===== src/rtl/tdm_demux8.sv =====
// rtl/tdm_demux8.sv - TDM serial-to-parallel demultiplexer, 8 channels, with framing check
//
// Rebuilds one 8-bit channel word from eight serial slots. Slot 0 is marked by
// frame_start. Framing violations raise frame_err and cause a resynchronisation.
//
// Ports:
//   clk          rising-edge clock
//   rst_n        asynchronous active-low reset
//   din          serial bit for the current slot
//   din_valid    qualifies din and frame_start; the slot advances only on valid beats
//   frame_start  marks the slot-0 beat of a frame
//   ch_out       last complete frame, bit i = slot i
//   ch_valid     one-cycle pulse when ch_out takes a new frame
//   slot         index of the next slot to be captured
//   frame_err    one-cycle pulse on a framing violation
//   busy         high while locked to the frame (RUN)

module tdm_demux8 #(
    parameter logic [7:0] CH_RST_VAL  = 8'h00,
    parameter bit         HOLD_ON_ERR = 1'b1
) (
    input  logic       clk,
    input  logic       rst_n,
    input  logic       din,
    input  logic       din_valid,
    input  logic       frame_start,
    output logic [7:0] ch_out,
    output logic       ch_valid,
    output logic [2:0] slot,
    output logic       frame_err,
    output logic       busy
);

    typedef enum logic {
        IDLE = 1'b0,
        RUN  = 1'b1
    } state_t;

    state_t     state;

    // Slots 0..6 are staged here; slot 7 goes straight into ch_out together
    // with this vector, so the completed word appears on the slot-7 edge.
    logic [6:0] shadow;

    // Value ch_out takes when a frame is abandoned.
    logic [7:0] err_val;

    // Single-bit write into shadow at the current slot position.
    logic [6:0] slot_mask;
    logic [6:0] slot_bit;

    assign err_val   = HOLD_ON_ERR ? ch_out : CH_RST_VAL;
    assign slot_mask = 7'd1 << slot;
    assign slot_bit  = 7'(din) << slot;
    assign busy      = (state == RUN);

    always_ff @(posedge clk or negedge rst_n) begin
        if (!rst_n) begin
            state     <= IDLE;
            slot      <= 3'd0;
            shadow    <= 7'd0;
            ch_out    <= CH_RST_VAL;
            ch_valid  <= 1'b0;
            frame_err <= 1'b0;
        end else begin
            ch_valid  <= 1'b0;
            frame_err <= 1'b0;
            if (din_valid) begin
                case (state)
                    IDLE: begin
                        // Unstrobed beats are dropped silently while hunting.
                        if (frame_start) begin
                            shadow <= {shadow[6:1], din};
                            slot   <= 3'd1;
                            state  <= RUN;
                        end
                    end
                    RUN: begin
                        if (frame_start) begin
                            // A strobe anywhere but slot 0 aborts the partial
                            // frame; the strobed beat itself starts a new one.
                            if (slot != 3'd0) begin
                                frame_err <= 1'b1;
                                ch_out    <= err_val;
                            end
                            shadow <= {shadow[6:1], din};
                            slot   <= 3'd1;
                        end else if (slot == 3'd0) begin
                            // Expected a strobe and got none: lock is lost.
                            frame_err <= 1'b1;
                            ch_out    <= err_val;
                            state     <= IDLE;
                            slot      <= 3'd0;
                        end else if (slot == 3'd7) begin
                            ch_out   <= {din, shadow};
                            ch_valid <= 1'b1;
                            slot     <= 3'd0;
                        end else begin
                            shadow <= (shadow & ~slot_mask) | slot_bit;
                            slot   <= slot + 3'd1;
                        end
                    end
                    default: begin
                        state <= IDLE;
                        slot  <= 3'd0;
                    end
                endcase
            end
        end
    end

endmodule


===== config.mk =====
export PLATFORM = sky130hd
export DESIGN_NAME = tdm_demux8
export DESIGN_NICKNAME = d
export VERILOG_FILES = /design/src/rtl/tdm_demux8.sv
export SDC_FILE = /design/constraint.sdc
export NUM_CORES = 1
export LEC_CHECK = 0
export CELL_PAD_IN_SITES_DETAIL_PLACEMENT = 2
export CELL_PAD_IN_SITES_GLOBAL_PLACEMENT = 2
export CORE_UTILIZATION = 35
export DETAILED_ROUTE_END_ITERATION = 16
export GPL_TIMING_DRIVEN = 0
export PLACE_DENSITY = 0.86
export SETUP_SLACK_MARGIN = 0.15
export SYNTH_ARGS = -nofsm -noshare
export SYNTH_HDL_FRONTEND = slang
export SYNTH_SLANG_ARGS = --single-unit
export TNS_END_PERCENT = 30

===== constraint.sdc =====
create_clock -name clk -period 3.6 [get_ports clk]
set_input_delay 0.72 -clock clk [delete_from_list [all_inputs] [get_ports clk]]
set_output_delay 0.72 -clock clk [all_outputs]
set_load 0.1 [all_outputs]

; ---- Yosys cells after proc, flatten, opt, wreduce, memory -nomap -nowiden
; Index checks and enable logic that the tools add are counted.
[classes]
addsub = 1
eq_ne = 7
shifts = 2
mux = 24
n_bitwise = 6
reduce_logical = 6
[ops]
columns = op, n
row1 = $mux W7, 3
row2 = $mux W1, 14
row3 = $pmux W7 S2, 1
row4 = $mux W3, 4
row5 = $reduce_and A5 Y1, 2
row6 = $ne A2 B2 Y1 const B, 4
row7 = $and A7 B7 Y7, 1
row8 = $not A7 Y7, 1
row9 = $or A7 B7 Y7, 1
row10 = $shl A1 B3 Y7, 1
row11 = $shl A1 B3 Y7 const A, 1
row12 = $ne A3 B3 Y1 const B, 2
row13 = $pmux W3 S2, 1
row14 = $reduce_and A4 Y1, 1
row15 = $add A3 B1 Y3 const B, 1
row16 = $eq A3 B3 Y1 const B, 1
row17 = $logic_not A3 Y1, 1
row18 = $not A1 Y1, 3
row19 = $reduce_bool A3 Y1, 1
row20 = $pmux W1 S2, 1
row21 = $reduce_and A2 Y1, 1
[totals]
register_bits = 21
input_bits = 5
out_inout_bits = 14
word_cells = 53

; ---- Depth between registers and ports, before layout
; Gate-level depths: netlist of the first run.
[depth]
depth_word = 8
mapped_depth = 6
depth_no_buf = 6

; ---- Least setup slack after synthesis of the first run
; No wires, ideal clock.
[synth_timing]
kind = flip-flop to flip-flop
start = register slot[0]
end = register ch_out[0]
setup_ps = 126
t_arrival_ps = 2099
required_ps = 3474
path_slack_ps = 1375
path_stages_with_launch = 6
n_path_buf = 0
period_less_slack_ps = 2225
path_cell_list = dfrtp_1 -> inv_1 -> ha_1 -> nand2b_1 -> nand3_4 -> mux2_2
[synth_between]
elab_chain_cells = 3
elab_cells_between_ends = 4
classes_between = eq/ne (1) / bitwise (1) / reduce/logical (2)
[synth_lines]
columns = element, line_no
row1 = start: declaration, 29  ; output logic [2:0] slot,
row2 = start signal: assignment, 100  ; slot <= slot + 3'd1;
row3 = $logic_not A3 Y1, 88  ; end else if (slot == 3'd0) begin
row4 = $not A1 Y1 (no line), -
row5 = $reduce_and A5 Y1 (no line) *, -
row6 = end signal: assignment, 84  ; ch_out <= err_val;
row7 = end signal: assignment, 91  ; ch_out <= err_val;
row8 = end signal: assignment, 95  ; ch_out <= {din, shadow};
row9 = end: declaration, 27  ; output logic [7:0] ch_out,
; Mark *: on every way between the ends. The rest lies on a longest branch, timed or not.
; A chain may end at the register's enable or synchronous reset.

; ---- Final worst setup path of the first run
[layout_timing]
start = register slot[2]
end = output slot[2]
; No word-level cell between the ends.

==> summary.txt, run 1 <==
Worst setup path
  • CP cell instances: clkdlybuf4s50_1
  • Critical path data required time: 2.88 ns
  • Worst setup path end: slot[2]
  • Critical path launch point type: register
  • R2R Path End: ch_out[3]$_DFFE_PN0P_
  • Crit path DAT: approximately 2.1 ns
  • Critical-path top delay cell: clkdlybuf4s50_1
  • CP Buf/Inv Count: 1
  • Crit path depth: 1
  • Crit path max-delay family: buffers and inverters
  • Reg2reg start: slot[0]$_DFFE_PN0P_
  • Setup crit end kind: primary output
  • Worst-path fanout max: 9
  • R2r setup slk: between 1.5 and 2 ns
  • CP Class: register to primary output
  • CP startpoint: slot[2]$_DFFE_PN0P_
  • CP max stage delay: approximately 1.2 ns
  • R2R cell count: 5

Timing
  • Final Cycle Share: a little under 80%
  • Minimum clock period: 2.786 ns
  • Worst Skew: around 0.0012 ns
  • TNS Setup: 0 ns
  • Final hold vios: 0
  • Peak Freq: roughly 360 MHz
  • Unrepaired setup endpoints after global routing: no
  • Fin. max-slew vios: 0
  • Slew HR: around 34%
  • Slew @ Worst Pin: 0.9812 ns
  • Setup violators final: 0

GRT
  • Remaining global-route overflow: 0
  • Number of global-route vias before repair: around 840
  • Initial antenna violation count: 0
  • Largest net degree at the start of global routing: 22
  • Total GRT Usage: roughly 16%
  • First-pass GRT wire length: approximately 4000 µm

Logic synthesis
  • Yosys warning count: 0
  • Post-synth EDFFs: 0
  • Synth Net Count: roughly 100
  • Register bit count reported by yosys: 21
  • Post-synth top area share: between 50 and 60%
  • Synth unique cells: 25
  • Synth area leader: dfrtp_1
  • Ys flop type: dfrtp_1
  • Syn_area_per_cell: 11.79 µm²
  • Post-synthesis cell count: 88
  • Mapped Area: 1037 µm²
  • Synth area leaders: dfrtp_1 (51%), ha_1 (9.7%), mux2_2 (8.7%), o2bb2ai_1 (5.1%), nand3_1 (3.9%)
  • Synth async-reset ratio: 100.0%
  • Part of the Yosys area used for sequential elements: approximately half

Final layout
  • Final std cells w/o fill: 140
  • Ratio of cells with drive above 1 in the final layout: 15.60%
  • Fillers: between 200 and 300
  • Final #Nets: approximately 120
  • Footprint of the multi-input gates: about 460 µm²
  • Diode count: 0
  • FF/Latch Area: approximately 530 µm²
  • Synth-to-Final Area Change: 22.68%

Floorplan
  • Die width: around 56 µm
  • Die area: around 3200 µm²
  • Die Span Y: 56.44 µm
  • I/O pins: 19
  • Initial Util: 37.29%
  • Core region area: approximately 2800 µm²
  • Row Count: 19

Drt
  • Pre-antenna DRT Iters: 2
  • Avg Vias per Cell: 5.429
  • Metal-1 WL: 985 µm
  • Via count: 760
  • Drt drc: 0
  • Drt wl/cell: between 15 and 20 µm
  • Post-Route WL: between 2000 and 2500 µm
  • Max layer used: met4
  • WL met3: around 80 µm
  • Iteration-0 DRC Markers: 1
  • Met2 routed WL: approximately 1200 µm
  • DRT antenna net count: 0

Placed design
  • Placed insts: between 100 and 150
  • Port buffer count: 17
  • Final estimated routing congestion in global placement: 0.8191
  • Detailed placement HPWL: 1710 µm

Power
  • Switching Fraction: about 52%
  • Combinational share of power: 54.7%
  • Pwr dens: around 830 nW/µm²
  • Flop pwr share: about 34%
  • Max VDD drop: about 730 µV
  • Switch Pwr: 545.0 µW
  • Internal power: approximately 510 µW
  • Clk pwr share: ~11%
  • Static Leakage: ~0.00059 µW

Clock network
  • CTS clk-pin slew, worst paths: about 0.12 ns
  • Worst-Skew Late Latency: 0.31 ns
  • # hold bufs at CTS: 0
  • CTS tree: yes
  • Post-CTS Setup Bufs: 0
  • CTS Buf Count: 3
  • PostCTS Resize Cnt: 0
  • Root buffer cell: clkbuf_4
  • H-tree depth: 1
  • CTS Sinks: 21
  • Maximum clock path buffer count: 2

Hold path
  • Worst Hold Depth: 1
  • Worst hold path class: register to register

Outcome
  • Status: finished, final reports clean

Flow run
  • # Max-Cap Violations: 0
[per-layer routing]
layer / vias to the layer above / GRT usage [%]
li1: 360 / -
met1: 381 / 20.15
met3: 5 / 2.995
met5: - / 0
met4: 0 / 7.317
met2: 14 / 27.90
[area by class of cell]
class | instances | share of cell area (%)
plain buffers | 3 | 1.770
clock buffers | 4 | 2.065
inverters | 7 | 2.065
multi-input cells | 57 | 36.38
flip-flops and latches | 21 | 41.30
well taps | 31 | 3.048
repair buffers | 17 | 13.37
[layout by cell type (no fill, tap or decap), types with 2 or more instances in the layout]
cell type	Yosys	final
dfrtp_1	21	21
clkdlybuf4s50_1	0	17
nand3_1	8	8
mux2_2	8	8
ha_1	8	8
inv_1	7	7
o2bb2ai_1	6	6
nand2_1	5	5
buf_4	3	3
clkbuf_4	0	3
nand2b_1	2	2
nor2_1	2	2
a31oi_1	2	2
o21ai_0	2	2
o22ai_1	2	2
[cell families (layout without fill, tap and decap cells)]
| group | after synthesis | after routing | synth area share, % |
|---|---|---|---|
| flip-flops | 21 | 21 | 50.66 |
| AO/OA/AOI/OAI | 17 | 17 | 12.67 |
| adder cells (fa/ha/maj) | 8 | 8 | 9.651 |
| AND/OR/NAND/NOR | 24 | 24 | 13.63 |
| multiplexers | 8 | 8 | 8.686 |
| buffers and inverters | 10 | 31 | 4.705 |
[registers in the layout, indices dropped and copies added, names as in the netlist]
register	count
frame_err	1
slot	3
ch_valid	1
busy	1
shadow	7
ch_out	8
[synth_stat cells, drive strengths merged, types with 2 or more instances]
library cell	number
ha	8
nand2b	2
mux2	8
nand2	5
dfrtp	21
a31oi	2
nor2	2
o22ai	2
o2bb2ai	6
inv	7
nand3	9
o21ai	2
buf	3
[worst min path at each step]
stage	from	to	slack, ns
after global placement	shadow[2]$_DFFE_PN0P_	shadow[2]$_DFFE_PN0P_	0.47
after CTS	shadow[3]$_DFFE_PN0P_	shadow[3]$_DFFE_PN0P_	0.51
after floorplan	rst_n	busy$_DFFE_PN0P_	0.42
after detailed placement	shadow[3]$_DFFE_PN0P_	shadow[3]$_DFFE_PN0P_	0.48
after global routing	shadow[3]$_DFFE_PN0P_	shadow[3]$_DFFE_PN0P_	0.52
final	shadow[4]$_DFFE_PN0P_	shadow[4]$_DFFE_PN0P_	0.50
[power groups by stage]
stage               sequential [µW]  combinational (µW)  clock [µW]
floorplan                       589                 208           0
global placement                360                 566           0
detailed placement              365                 583           0
CTS                             361                 585         126
global route                    370                 617         132
finish                          360                 577         118
[stage by stage]
step / hold WS [ns] / cell area [µm²] / util (%) / power [µW] / setup WS, ns
2_1_floorplan: 0.4244 / 1037 / - / 796.7 / 1.375
4_1_cts: 0.5073 / 1272 / 45.75 / 1073 / 0.7914
5_1_grt: 0.5195 / 1272 / 45.75 / 1119 / 0.7473
3_3_place_gp: 0.4743 / 1246 / 44.80 / 925.7 / 1.200
6_report: 0.5020 / 1272 / 45.75 / 1055 / 0.8136
3_5_place_dp: 0.4782 / 1246 / 44.80 / 948.1 / 1.172
Note: power is estimated with default switching activity, not from simulation.
==> run 2, diff against run 1 <==
Settings changed: CORE_UTILIZATION 35 to 30, PLACE_DENSITY 0.86 to 0.79.
Clock period 3.6 ns to 2.4 ns, I/O delays scaled along.
==> run 2 against run 1 <==
  * Sequential cell count did not move
  * Via count shrank 0.13%
  * Global-route usage shrank 1.8 points
  * Sequential share of layout area down 0.64 points
  * Clock power is 47% higher
==> summary.txt, run 2 (synthesized netlist as in run 1, its figures left out) <==
Outcome
  • Status: finished, final reports clean

Floorplan
  • Initial Util: 32.64% (-4.7 points)
  • I/O pins: 19 (unchanged)
  • Row Count: 20 (+1)
  • Core region area: 3178 µm² (+14%)
  • Die width: 60.80 µm (+7.7%)
  • Die Span Y: 60.80 µm (+7.7%)
  • Die area: 3697 µm² (+16%)

Worst setup path
  • CP Buf/Inv Count: 1 (unchanged)
  • R2r setup slk: 0.59 ns (-1.21 ns)
  • CP cell instances: clkdlybuf4s50_1
  • Crit path DAT: 1.81 ns (-0.26 ns)
  • Worst-path fanout max: 2 (-7)
  • CP max stage delay: 1.13 ns (-0.08 ns)
  • R2R Path End: ch_out[2]$_DFFE_PN0P_
  • Worst setup path end: ch_out[4]
  • CP startpoint: ch_out[4]$_DFFE_PN0P_
  • Setup crit end kind: primary output
  • R2R cell count: 5 (unchanged)
  • Critical-path top delay cell: clkdlybuf4s50_1
  • CP Class: register to primary output
  • Critical path launch point type: register
  • Crit path max-delay family: buffers and inverters
  • Crit path depth: 1 (unchanged)
  • Critical path data required time: 1.92 ns (-0.96 ns)
  • Reg2reg start: slot[0]$_DFFE_PN0P_

Placed design
  • DP Area: 1262 µm² (+1.3%)
  • Port buffer count: 17 (unchanged)
  • Final estimated routing congestion in global placement: 0.7559 (-7.7%)
  • Detailed placement HPWL: 1785 µm (+4.4%)

Power
  • Max VDD drop: 521.9 µV (-29%)
  • Pwr dens: 1215 nW/µm² (+47%)
  • Static Leakage: 0.0006561 µW (+11%)

Timing
  • Minimum clock period: 2.285 ns
  • Fin. max-slew vios: 0 (unchanged)
  • Final Cycle Share: between 90% and 100%
  • Peak Freq: around 440 MHz
  • Setup violators final: 0 (unchanged)
  • Final hold vios: 0 (unchanged)
  • Slew HR: 34.86% (+0.47 points)
  • Unrepaired setup endpoints after global routing: yes
  • TNS Setup: 0 ns (unchanged)
  • Slew @ Worst Pin: 0.9756 ns (-0.005619 ns)
  • Worst Skew: 0.007245 ns (+0.006078 ns)

Drt
  • DRT antenna net count: 0 (unchanged)
  • Drt drc: 0 (unchanged)
  • Iteration-0 DRC Markers: 14 (+13)
  • Pre-antenna DRT Iters: 4 (+2)
  • Post-Route WL: 2409 µm (+5.1%)
  • Drt wl/cell: 15.75 µm (-3.8%)
  • Avg Vias per Cell: 4.961 (-8.6%)
  • Via count: 759 (-0.13%)

Hold path
  • Worst hold path class: input port to register
  • Hold Crit Start: din_valid

Clock network
  • CTS tree: yes
  • CTS Buf Count: 3 (unchanged)
  • Worst-Skew Late Latency: 0.31 ns (about the same)
  • Post-CTS Setup Bufs: 0 (unchanged)
  • Maximum clock path buffer count: 2 (unchanged)
  • CTS clk-pin slew, worst paths: 0.12 ns (about the same)
  • CTS Sinks: 21 (unchanged)
  • Root buffer cell: clkbuf_4
  • H-tree depth: 1 (unchanged)

Flow run
  • # Max-Cap Violations: 0 (unchanged)

Final layout
  • Most frequent cells in the layout: dfrtp_1 (21), clkdlybuf4s50_1 (10), nand3_1 (8), mux2_2 (8), ha_1 (8)
  • Top Registers: ch_out (8), shadow (7), slot (3)
  • Reg with most FFs: ch_out
  • FF/Latch Area: 525.5 µm² (unchanged)
  • Ratio of cells with drive above 1 in the final layout: 16.51% (+0.92 points)
  • Max FFs per register: 8 (unchanged)
  • Diode count: 0 (unchanged)
  • Post-route cell area: 1292 µm² (+1.6%)
  • Final #Nets: 123 (unchanged)
  • Footprint of the multi-input gates: 462.9 µm² (unchanged)
  • Commonest non-fill, non-tap cell in the layout: dfrtp_1
  • Fillers: 345 (+15%)
  • Synth-to-Final Area Change: 24.61%

GRT
  • Largest net degree at the start of global routing: 22 (unchanged)
  • First-pass GRT wire length: 3891 µm (-2.3%)
  • Remaining global-route overflow: 0 (unchanged)
  • Number of global-route vias before repair: 802 (-5.0%)
  • Initial antenna violation count: 0 (unchanged)
  • Total GRT Usage: 14.62% (-1.8 points)
run 2: metal layers:
layer	GRT usage [%]	part of all wire, %
met1	18.18	45
met2	26.06	52
met3	2.559	2.6
met4	3.896	1.0
met5	0	0
run 2: worst min-delay path by stage:
stage	endpoint	depth (start not counted)
2_1_floorplan	busy$_DFFE_PN0P_	0
3_3_place_gp	shadow[2]$_DFFE_PN0P_	1
3_5_place_dp	shadow[4]$_DFFE_PN0P_	1
4_1_cts	slot[2]$_DFFE_PN0P_	2
5_1_grt	slot[2]$_DFFE_PN0P_	2
6_report	slot[2]$_DFFE_PN0P_	2
run 2: final cells by class:
| type | instances | area share (%) |
|---|---|---|
| clock inverters | 1 | 0.3872 |
| flip-flops and latches | 21 | 40.66 |
| well taps | 44 | 4.259 |
| multi-input cells | 57 | 35.82 |
| plain buffers | 3 | 1.742 |
| inverters | 7 | 2.033 |
| clock buffers | 3 | 1.742 |
| repair buffers | 17 | 13.36 |
run 2: power breakdown:
group	internal, µW	leakage [µW]	switching [µW]	total [µW]
clock	62.2	0.0000177	111	173
sequential	450	0.000279	89.6	539
combinational	231	0.000359	628	858
run 2: per-stage QoR:
| stage | setup slack (ns) | instances | power [µW] | hold slack (ns) | utilization [%] |
|---|---|---|---|---|---|
| after floorplan | 0.1748 | 88 | 1195 | 0.1844 | - |
| after global placement | 0.2400 | 149 | 1395 | 0.4713 | 39.72 |
| after detailed placement | 0.2200 | 149 | 1431 | 0.4749 | 39.72 |
| after CTS | 0.08686 | 153 | 1594 | 0.4104 | 40.43 |
| after global routing | 0.06614 | 153 | 1669 | 0.4384 | 40.67 |
| final | 0.1146 | 153 | 1571 | 0.4259 | 40.67 |
run 2: worst reg2reg max path: cells and delay by family, from the launching register on:
family / cells / cell delay, ns
adder cells (fa/ha/maj): 1 / 0.29
flip-flops: 1 / 0.47
AND/OR/NAND/NOR: 2 / 0.40
multiplexers: 1 / 0.35
buffers and inverters: 1 / 0.18
run 2: timing repair:
item,in CTS,in global routing
resized for setup,4,3
setup endpoints to repair,14,11
hold buffers,0,0
hold endpoints to repair,0,0
==> variant (config.mk and constraints of run 2) <==
The parameter `HOLD_ON_ERR` goes from 1'b1 to 1'b0.
--- a/src/rtl/tdm_demux8.sv
+++ b/src/rtl/tdm_demux8.sv
@@ -17,7 +17,7 @@
 
 module tdm_demux8 #(
     parameter logic [7:0] CH_RST_VAL  = 8'h00,
-    parameter bit         HOLD_ON_ERR = 1'b1
+    parameter bit         HOLD_ON_ERR = 1'b0
 ) (
     input  logic       clk,
     input  logic       rst_n,
Formal check against the unedited RTL: not equivalent (Yosys sat finds a counterexample within 10 cycles, from zero or initial values and one cycle with rst_n low).
==> variant against run 2 <==
  * Area after synthesis rose by 4.8%
  * Worst setup slack lost 0.018 ns
  * Sequential cell count is the same
  * Cell area grew 8.4%
  * Synthesized cell count increased by 6.8%
  * Routed wire length is 19% higher
  * Sequential share of layout area is 2.8 points lower
Power is left out: the tool's default activity adds up to more than one toggle a clock period on the data nets, which glitch-free logic cannot reach.
==> variant: results <==
metrics = {
    "sta": {
        "whs_ns": 0.502,
        "worst_pin_slew_ns": 0.973,
        "fin_skew_ns": 0.00973,
        "post-route-min-period_ns": 2.30,
    },
    "yosys": {
        "ys_async_sr_fraction_pct": 100,
        "ys_top_cells_by_area": "dfrtp_1 (48%), ha_1 (9.2%), a22o_1 (8.9%), a32o_1 (3.7%), a2111oi_4 (2.5%)",
        "synth_nets": 107,
        "seq_area_frac_synth_pct": 48.3,
        "ys_types": 27,
        "netlist_instances": 94,
    },
    "global_routing": {
        "grtUsageTotal_pct": 17.1,
        "grt_pass1_vias": 973,
        "grt_first_pass_wirelength_mm": 5.13,
    },
    "critical_path": {
        "cpPeakStageDelay_ns": 1.13,
        "crit_path_end": "ch_out[5]",
        "rr_endpoint": "ch_out[0]$_DFFE_PN0P_",
        "r2r_slack_ns": 0.22,
        "crit_path_start": "ch_out[5]$_DFFE_PN0P_",
    },
    "final_layout": {
        "multiInputGateArea_um2": 514,
        "fill_cells": 370,
        "final_nets": 132,
        "drive_above_1_share_pct": 16.9,
        "stdcell_count": 164,
    },
    "placement": {
        "place_congestion": 0.768,
        "placed_area_um2": 1350,
        "hpwlAfterDp_mm": 2.13,
    },
    "detailed_routing": {
        "routed_via_density": 5.20,
        "drt-wirelength-per-cell_um": 17.4,
        "drt_iter0_markers": 33,
    },
    "hold_path": {
        "whs_endpoint": "ch_valid$_DFF_PN0_",
        "hp-start": "frame_start",
    },
    "cts": {
        "clk_path_buf_depth": 2,
    },
    "run_status": {
        "status": "finished, final reports clean",
    },
}
## variant: worst register-to-register path: stages, from the launching register on
cell and delay, ns:
dfrtp_4 0.50, clkbuf_8 0.17, inv_4 0.07, ha_4 0.15, nor2b_4 0.13, buf_6 0.10, inv_1 0.07, ha_2 0.20
a221o_2 0.47, a22o_1 0.21
## variant: cell families after synthesis
kind of cell    after synthesis  synth area share [%]
simple gates                 28                  14.2
compound gates               25                  22.6
flops                        21                  48.3
buf+inv                      12                  5.75
fa+ha+maj                     8                  9.21
## variant: metal layers
layer / track usage [%] / wire length (um)
met5: 0 / 0
met2: 27.5 / 1380
met4: 6.98 / 47
met3: 3.13 / 81
met1: 22.4 / 1350
## variant: final cells by class
cell class	count	area share [%]
sequential	21	37.9
multi-input combinational	61	36.7
timing repair buffer	20	14.1
tap	46	4.11
buffer	5	3.30
inverter	7	2.05
clock buffer	4	1.88
## variant: what timing repair did
item	4_1_cts	5_1_grt
setup endpoints to repair	22	15
setup buffers	3	0
pin swaps	2	0
gates resized for setup	4	4
